--- config.mk ---
export PLATFORM = sky130hd
export DESIGN_NAME = icache_fetch
export DESIGN_NICKNAME = d
export VERILOG_FILES = /design/src/rtl/icache_fetch.sv
export SDC_FILE = /design/constraint.sdc
export NUM_CORES = 2
export LEC_CHECK = 0
export ABC_AREA = 1
export ABC_CLOCK_PERIOD_IN_PS = 7600
export CORE_ASPECT_RATIO = 0.5
export CORE_MARGIN = 10
export CORE_UTILIZATION = 44
export CTS_CLUSTER_SIZE = 28
export DETAILED_ROUTE_END_ITERATION = 7
export DONT_BUFFER_PORTS = 1
export GPL_ROUTABILITY_DRIVEN = 0
export PLACE_DENSITY = 0.67
export REMOVE_ABC_BUFFERS = 1
export SETUP_SLACK_MARGIN = 0.3
export SLEW_MARGIN = 0
export SYNTH_ARGS = -nofsm -noshare
export SYNTH_HDL_FRONTEND = slang
export SYNTH_SLANG_ARGS = --single-unit
--- constraint.sdc ---
create_clock -name clk_in -period 7.6 [get_ports clk_in]
set_input_delay 0.76 -clock clk_in [delete_from_list [all_inputs] [get_ports clk_in]]
set_output_delay 0.76 -clock clk_in [all_outputs]
set_load 0.005 [all_outputs]
--- src/rtl/icache_fetch.sv ---
`default_nettype none
// ============================================================================
//  Module      : icache_fetch
//  Description : Fetch-PC owner with a direct-mapped, one-word-per-line
//                instruction cache; refills from memory on a miss and pushes
//                {instr, pc} to the IF queue, one per cycle.
//                Optional hit/miss counters: define ICACHE_STAT_EN.
//  Revision    : 1.0 - initial release
// ============================================================================
module icache_fetch #(
    parameter int LINES = 64,
    parameter int IDX_W = 6
) (
    input  logic        clk_in,
    input  logic        rst_in,
    input  logic        rdy_in,
    input  logic        if_not_full,
    input  logic        redirect_valid,
    input  logic [31:0] redirect_pc,
    output logic        mem_req_out,
    output logic [31:0] mem_addr_out,
    input  logic        mem_done_in,
    input  logic [31:0] mem_data_in,
    output logic        have_out,
    output logic [31:0] instr_out,
`ifdef ICACHE_STAT_EN
    output logic [31:0] hit_cnt_out,
    output logic [31:0] miss_cnt_out,
`endif
    output logic [31:0] instr_pc_out
);

    localparam int c_TAG_W = 32 - IDX_W - 2;

    typedef enum logic [0:0] {
        S_IDLE = 1'b0,
        S_MISS = 1'b1
    } state_t;

    state_t               r_state;
    logic [31:0]          r_pc;
    logic [LINES-1:0]     r_valid;
    logic [c_TAG_W-1:0]   r_tag  [LINES];
    logic [31:0]          r_data [LINES];
    logic [IDX_W-1:0]     r_miss_idx;
    logic [c_TAG_W-1:0]   r_miss_tag;

    logic [IDX_W-1:0]     w_idx;
    logic [c_TAG_W-1:0]   w_tag;
    logic                 w_hit;
    logic                 w_fill;

    assign w_idx  = r_pc[IDX_W+1:2];
    assign w_tag  = r_pc[31:IDX_W+2];
    assign w_hit  = r_valid[w_idx] && (r_tag[w_idx] == w_tag);
    assign w_fill = rdy_in && (r_state == S_MISS) && mem_done_in;

    // Line storage carries no reset; the valid vector alone gates hits.
    always_ff @(posedge clk_in) begin
        if (w_fill) begin
            r_data[r_miss_idx] <= mem_data_in;
            r_tag[r_miss_idx]  <= r_miss_tag;
        end
    end

    always_ff @(posedge clk_in or posedge rst_in) begin
        if (rst_in) begin
            r_state      <= S_IDLE;
            r_pc         <= 32'd0;
            r_valid      <= '0;
            r_miss_idx   <= '0;
            r_miss_tag   <= '0;
            mem_req_out  <= 1'b0;
            mem_addr_out <= 32'd0;
            have_out     <= 1'b0;
            instr_out    <= 32'd0;
            instr_pc_out <= 32'd0;
`ifdef ICACHE_STAT_EN
            hit_cnt_out  <= 32'd0;
            miss_cnt_out <= 32'd0;
`endif
        end else if (rdy_in) begin
            case (r_state)
                S_IDLE: begin
                    if (redirect_valid) begin
                        r_pc     <= redirect_pc;
                        have_out <= 1'b0;
                    end else if (!if_not_full) begin
                        have_out <= 1'b0;
                    end else if (w_hit) begin
                        have_out     <= 1'b1;
                        instr_out    <= r_data[w_idx];
                        instr_pc_out <= r_pc;
                        r_pc         <= r_pc + 32'd4;
`ifdef ICACHE_STAT_EN
                        hit_cnt_out  <= hit_cnt_out + 32'd1;
`endif
                    end else begin
                        have_out     <= 1'b0;
                        mem_req_out  <= 1'b1;
                        mem_addr_out <= {r_pc[31:2], 2'b00};
                        r_miss_idx   <= w_idx;
                        r_miss_tag   <= w_tag;
                        r_state      <= S_MISS;
`ifdef ICACHE_STAT_EN
                        miss_cnt_out <= miss_cnt_out + 32'd1;
`endif
                    end
                end
                S_MISS: begin
                    // An outstanding request always completes; a redirect only moves the PC.
                    have_out <= 1'b0;
                    if (redirect_valid) begin
                        r_pc <= redirect_pc;
                    end
                    if (mem_done_in) begin
                        r_valid[r_miss_idx] <= 1'b1;
                        mem_req_out         <= 1'b0;
                        r_state             <= S_IDLE;
                    end
                end
                default: begin
                    r_state <= S_IDLE;
                end
            endcase
        end
    end

endmodule
`default_nettype wire

* Yosys cells after proc, flatten, opt, wreduce, memory -nomap -nowiden
Memories as Yosys holds them, arrays and structs flattened. A register that Yosys moved wholly into a read port is not among the register bits.
Cells that the tools add are included.
Widths: inputs -> output; s select.
** Storage, ports and cells
- Output and inout bits :: 98
- Bits in read-only memories :: 0
- Latch bits :: 0
- Input bits :: 70
- Word-level logic and storage cells :: 61
- Memory bits (writable) :: 3584
- Flip-flop bits (word level) :: 191
- Memories :: 2
** Memory list
- r_data :: depth 64, bits a word 32, rd ports 1, clocked after Yosys merged registers in 1, wr ports 1, RTL line 44 : logic [31:0] r_data [LINES];
- r_tag :: depth 64, bits a word 24, rd ports 1, clocked after Yosys merged registers in 0, wr ports 1, RTL line 43 : logic [c_TAG_W-1:0] r_tag [LINES];
** Cells by class
- Shift operators :: 0
- Muxes and demuxes :: 25
- Reduce and logical (&&, ||, !) cells :: 9
- Eq/ne operators :: 8
- Add/subtract/negate cells :: 1
- Multipliers :: 0
- Bitwise logic cells :: 4
- Magnitude comparators :: 3
- Div/mod/pow operators :: 0
** Operators with widths (number)
- $mux 32 :: 4
- $or 64x64->64 :: 1
- $pmux 32 s2 :: 1
- $add 32x3->32 const B :: 1
- $eq 24x24->1 :: 1
- $mux 1 :: 15
- $reduce_and 5->1 :: 3
- $lt 6x7->1 const B :: 2
- $ne 2x2->1 const B :: 5
- $bmux 1 s6 :: 1
- $demux 1 s6 :: 1
- $ge 6x1->1 const B :: 1
- $ne 3x3->1 const B :: 2
- $pmux 1 s2 :: 3
- $logic_and 1x1->1 :: 4
- $reduce_and 4->1 :: 1
- $not 1->1 :: 3
- $reduce_and 3->1 :: 1

* Longest topological paths before layout
- Depth after elaboration :: 7
- Depth in mapped cells :: 30
- Mapped depth without buffers :: 25

* Worst setup path after synthesis
OpenSTA, ideal clock, no wires.
- Path kind :: in2reg
- Start point :: in rdy_in
- End point :: mem r_data[13][0] (enable)
- Cell stages on the path :: 7
- Required time :: 7.130 ns
- Setup time :: 0.470 ns
- Setup slack :: 3.276 ns
- Data arrival time :: 3.854 ns
- Path buffers :: 1
- Cell sequence :: nand2_1 > nor2_1 > inv_1 > nor2_1 > nand2_1 > clkbuf_1 > nor2_1
** On the way
- Cells in the longest elaborated chain, start to end :: 4
** RTL lines
- start: declaration :: RTL line 16 : input logic rdy_in,
- $logic_and 1x1->1 (2 in a row) :: RTL line 56 : assign w_fill = rdy_in && (r_state == S_MISS) && mem_done_in;
- $mux 1 :: RTL line 60 : if (w_fill) begin
- $mux 1 (not written as such) :: RTL line 61 : r_data[r_miss_idx] <= mem_data_in;
- end: declaration :: RTL line 44
No other way between the ends.

* Worst setup path after layout
- Start point :: reg r_pc[2]
- End point :: reg instr_pc_out[17]
** On the way
- Cells in the longest elaborated chain, start to end :: 4
- Elaborated cells on any way between the ends :: 6
- Those cells by class :: eq/ne (1); mux (2); reduce/logical (2); memory (1)
** RTL lines
- start: declaration :: RTL line 41 : logic [31:0] r_pc;
- start signal: assignment :: RTL line 86 : r_pc <= redirect_pc;
- start signal: assignment :: RTL line 94 : r_pc <= r_pc + 32'd4;
- start signal: assignment :: RTL line 114 : r_pc <= redirect_pc;
- $mem_v2 64x24 / $bmux 1 s6 (equally long branches)
- $eq 24x24->1 / $mux 1 (equally long branches) :: RTL line 55 : assign w_hit = r_valid[w_idx] && (r_tag[w_idx] == w_tag);
- $logic_and 1x1->1 * :: RTL line 55
- $reduce_and 5->1 (no line) *
- end signal: assignment :: RTL line 93 : instr_pc_out <= r_pc;
- end: declaration :: RTL line 30 : output logic [31:0] instr_pc_out
Mark *: on every way between the ends. The rest lies on a longest branch, timed or not. The select of a mux whose other input is x is not followed.
A chain may end at the register's enable or synchronous reset.

==> impl_metrics.ini <==
[run_status]
status = complete, but fails checks
violations = max-slew violations

[critical_path]
worst-path-max-fanout = 342
path_cells = clkinv_16 > buf_12 > o21ai_0 > a21oi_1 > nor2_1 > nand2_1 > nand3_1 > nand3_1 > nand2_1 > nand2_1 > nor2_1 > nand2_1 > nor2_1 > nand2_1 > inv_2 > nand2_8 > nand2_1 > o21ai_1
critPathRequiredTime_ps = 8320
crit_type = register to register
endpoint_kind = register
crit_path_start_kind = register
cpMostUsedCell = nand2_1
critPathArrivalTime_ps = 7800
slowest_delay_ps = 1050
cpMaxStageDelayCell = dfrtp_4

[global_route]
grt_usage_pct = 24.4
grt_pass1_vias = 93995
antenna_found_initial = 9
grt_start_max_net_pins = 343
grt_overflow = 0
grt_pass1_wl_mm = 666

[floorplan]
core_area_sq_um = 340000
fp-row-count = 151
start_util_pct = 44.4
die_area_sq_um = 368000
die_h_um = 434
pin_count = 168
die_w_um = 848

[yosys]
ys_seq_elements = 3777
yosys.area.top_type = edfxtp_1
post_synth.cell_area_avg_sq_um = 12.4
synthCells = 12191
ys_warn_count = 0
synth_cell_types = 42
synthDominantCellAreaShare_pct = 71.4
ys_seq_area_share_pct = 74.6
syn-cell-area_sq_um = 151000
ys_top_cells_by_area = edfxtp_1, o21ai_0, nor2_1

[sta]
slew_viol_final = 142
rsz0062_at_grt = no
tightestPinTransition_ps = 1850
fmax_mhz = 141
tns_ps = 0
hold_viol_final = 0
fin_crit_sh_pct = 93.2
skew_ps = 70.5
finalSetupViolations = 0
maxSlewHeadroom_pct = -23.4
period_needed_ps = 7080
timing.hold.ws_ps = 66.6

[cts]
cts_buffers = 347
cts_tree = yes
root_buffer = clkbuf_16
postCtsSetupBuffers = 0
clk_pin_slew_ps = 70
clock-sinks = 3777
h-tree-depth = 5
cts_buffer_depth = 4
clock_latency_ps = 920

[cells_and_area]
fill_cells = 28495
final_cell_mix = edfxtp_1, nor2_1, nand2_1
layout_commonest_cell = edfxtp_1
final_core_util_pct = 49.3
final_cells = 16791
drive_gt1_share_pct = 7.40
fin_area_sq_um = 168000
syn2layout_area_growth_pct = 11.2
final_nets = 12065

[placed_design]
postPlaceCellArea_sq_um = 156000
hpwl_mm = 232
dpl.cell_count = 16123
io_buffers = 0

[pwr]
vdd_drop_max_v = 0.000187
power_density_nw_per_um2 = 303
power_leakage_nw = 57.1

[job]
maxCapViolations = 0

[route]
num_vias = 101907
routed_via_density = 6.07
wl_per_cell_um = 27.8
wl_mm = 467
drtPass1Iterations = 6
ant_nets = 0
drt-initial-drc-count = 17215
drc = 0

[worst_hold_path]
min_path_type = primary input to register
[flip-flops by register name, summed over array words and instances, names as in the netlist]
name	count
r_data	2048
r_tag	1536
r_valid	64
instr_out	32
instr_pc_out	32
r_pc	32
r_miss_tag	24
r_miss_idx	5
have_out	1
mem_addr_out	1
mem_req_out	1
r_state	1
[Yosys cell counts, drive strengths merged]
| cell type | number |
|---|---|
| a21oi | 153 |
| a221oi | 21 |
| a31oi | 48 |
| a32o | 13 |
| buf | 345 |
| clkbuf | 470 |
| clkinv | 3 |
| conb | 1 |
| dfrtp | 193 |
| edfxtp | 3584 |
| ha | 1 |
| inv | 406 |
| mux2 | 2 |
| nand2 | 1811 |
| nand3 | 660 |
| nand3b | 1 |
| nand4 | 16 |
| nor2 | 2029 |
| nor3 | 8 |
| nor4 | 3 |
| o211a | 1 |
| o211ai | 146 |
| o21ai | 1694 |
| o221ai | 196 |
| o22ai | 335 |
| o31ai | 3 |
| or2 | 37 |
| xor2 | 11 |
[cell families (layout without fill, tap and decap cells)]
| kind of cell | after synthesis | in the layout | share of synthesized area [%] |
|---|---|---|---|
| xor gates and xnor gates | 11 | 11 | 0.0639 |
| muxes | 2 | 2 | 0.0149 |
| buffers and inverters | 1224 | 1304 | 3.45 |
| and+or+nand+nor | 4565 | 4565 | 12.0 |
| DFF | 3777 | 3777 | 74.6 |
| other | 1 | 8 | 0.00249 |
| AOI/OAI and AO/OA | 2610 | 2610 | 9.82 |
| adders and majority gates | 1 | 1 | 0.00830 |
[final cells by class]
| type | instances | area (sq um) | share of cell area (%) |
|---|---|---|---|
| Multi-Input combinational cell | 7191 | 33600 | 20.1 |
| Antenna cell | 6 | 15.0 | 0.00896 |
| Tap cell | 4513 | 5650 | 3.37 |
| Sequential cell | 3777 | 112000 | 67.1 |
| Timing Repair Buffer | 268 | 3110 | 1.85 |
| Clock inverter | 161 | 1470 | 0.876 |
| Inverter | 409 | 1610 | 0.962 |
| Clock buffer | 466 | 9620 | 5.74 |
[path summary, 6_finish.rpt]
check / cells after the start / from / endpoint / slack [ps]
worst max-delay path: 18 / r_pc[2] / instr_pc_out[17] / 520
worst min-delay path: 3 / mem_done_in / r_state / 70
worst max register to register: 18 / r_pc[2] / instr_pc_out[17] / 520
worst min register to register: 2 / r_valid[13] / r_valid[13] / 460
max in group asynchronous: 4 / rst_in / instr_pc_out[17] / 5120
min in group asynchronous: 2 / rst_in / instr_out[21] / 450
[worst max-delay path: cells and delay by family, from the launching register on]
kind / cells / cell delay (ps)
simple gates: 12 / 2290
flops: 1 / 1050
buf+inv: 3 / 1810
compound gates: 3 / 430
[stage by stage]
stage	worst slack, ps	power, mW
finish	516	50.8
global route	709	52.4
CTS	1310	50.6
detailed placement	1360	33.3
global placement	1410	33.2
floorplan	-69420	30.9
[per-layer routing]
metal  wire, um  up-vias  global-route usage [%]
met1     176000    50388                    33.9
met4      23600        4                    10.8
met3      58400     1145                    4.78
met2     209000     6996                    37.4
met5         27        -                       0
li1           -    43374                       -
[report_power, final]
group          switching, mW  internal [mW]
Clock                   7.66           9.78
Combinational           6.87           2.36
Sequential             0.466           23.6
Total                   15.0           35.8
[timing repair]
action,CTS,global route
hold endpoints to repair,2119,0
gates resized for setup,0,0
hold buffers,35,0
Note: power is estimated with default switching activity, not from simulation.
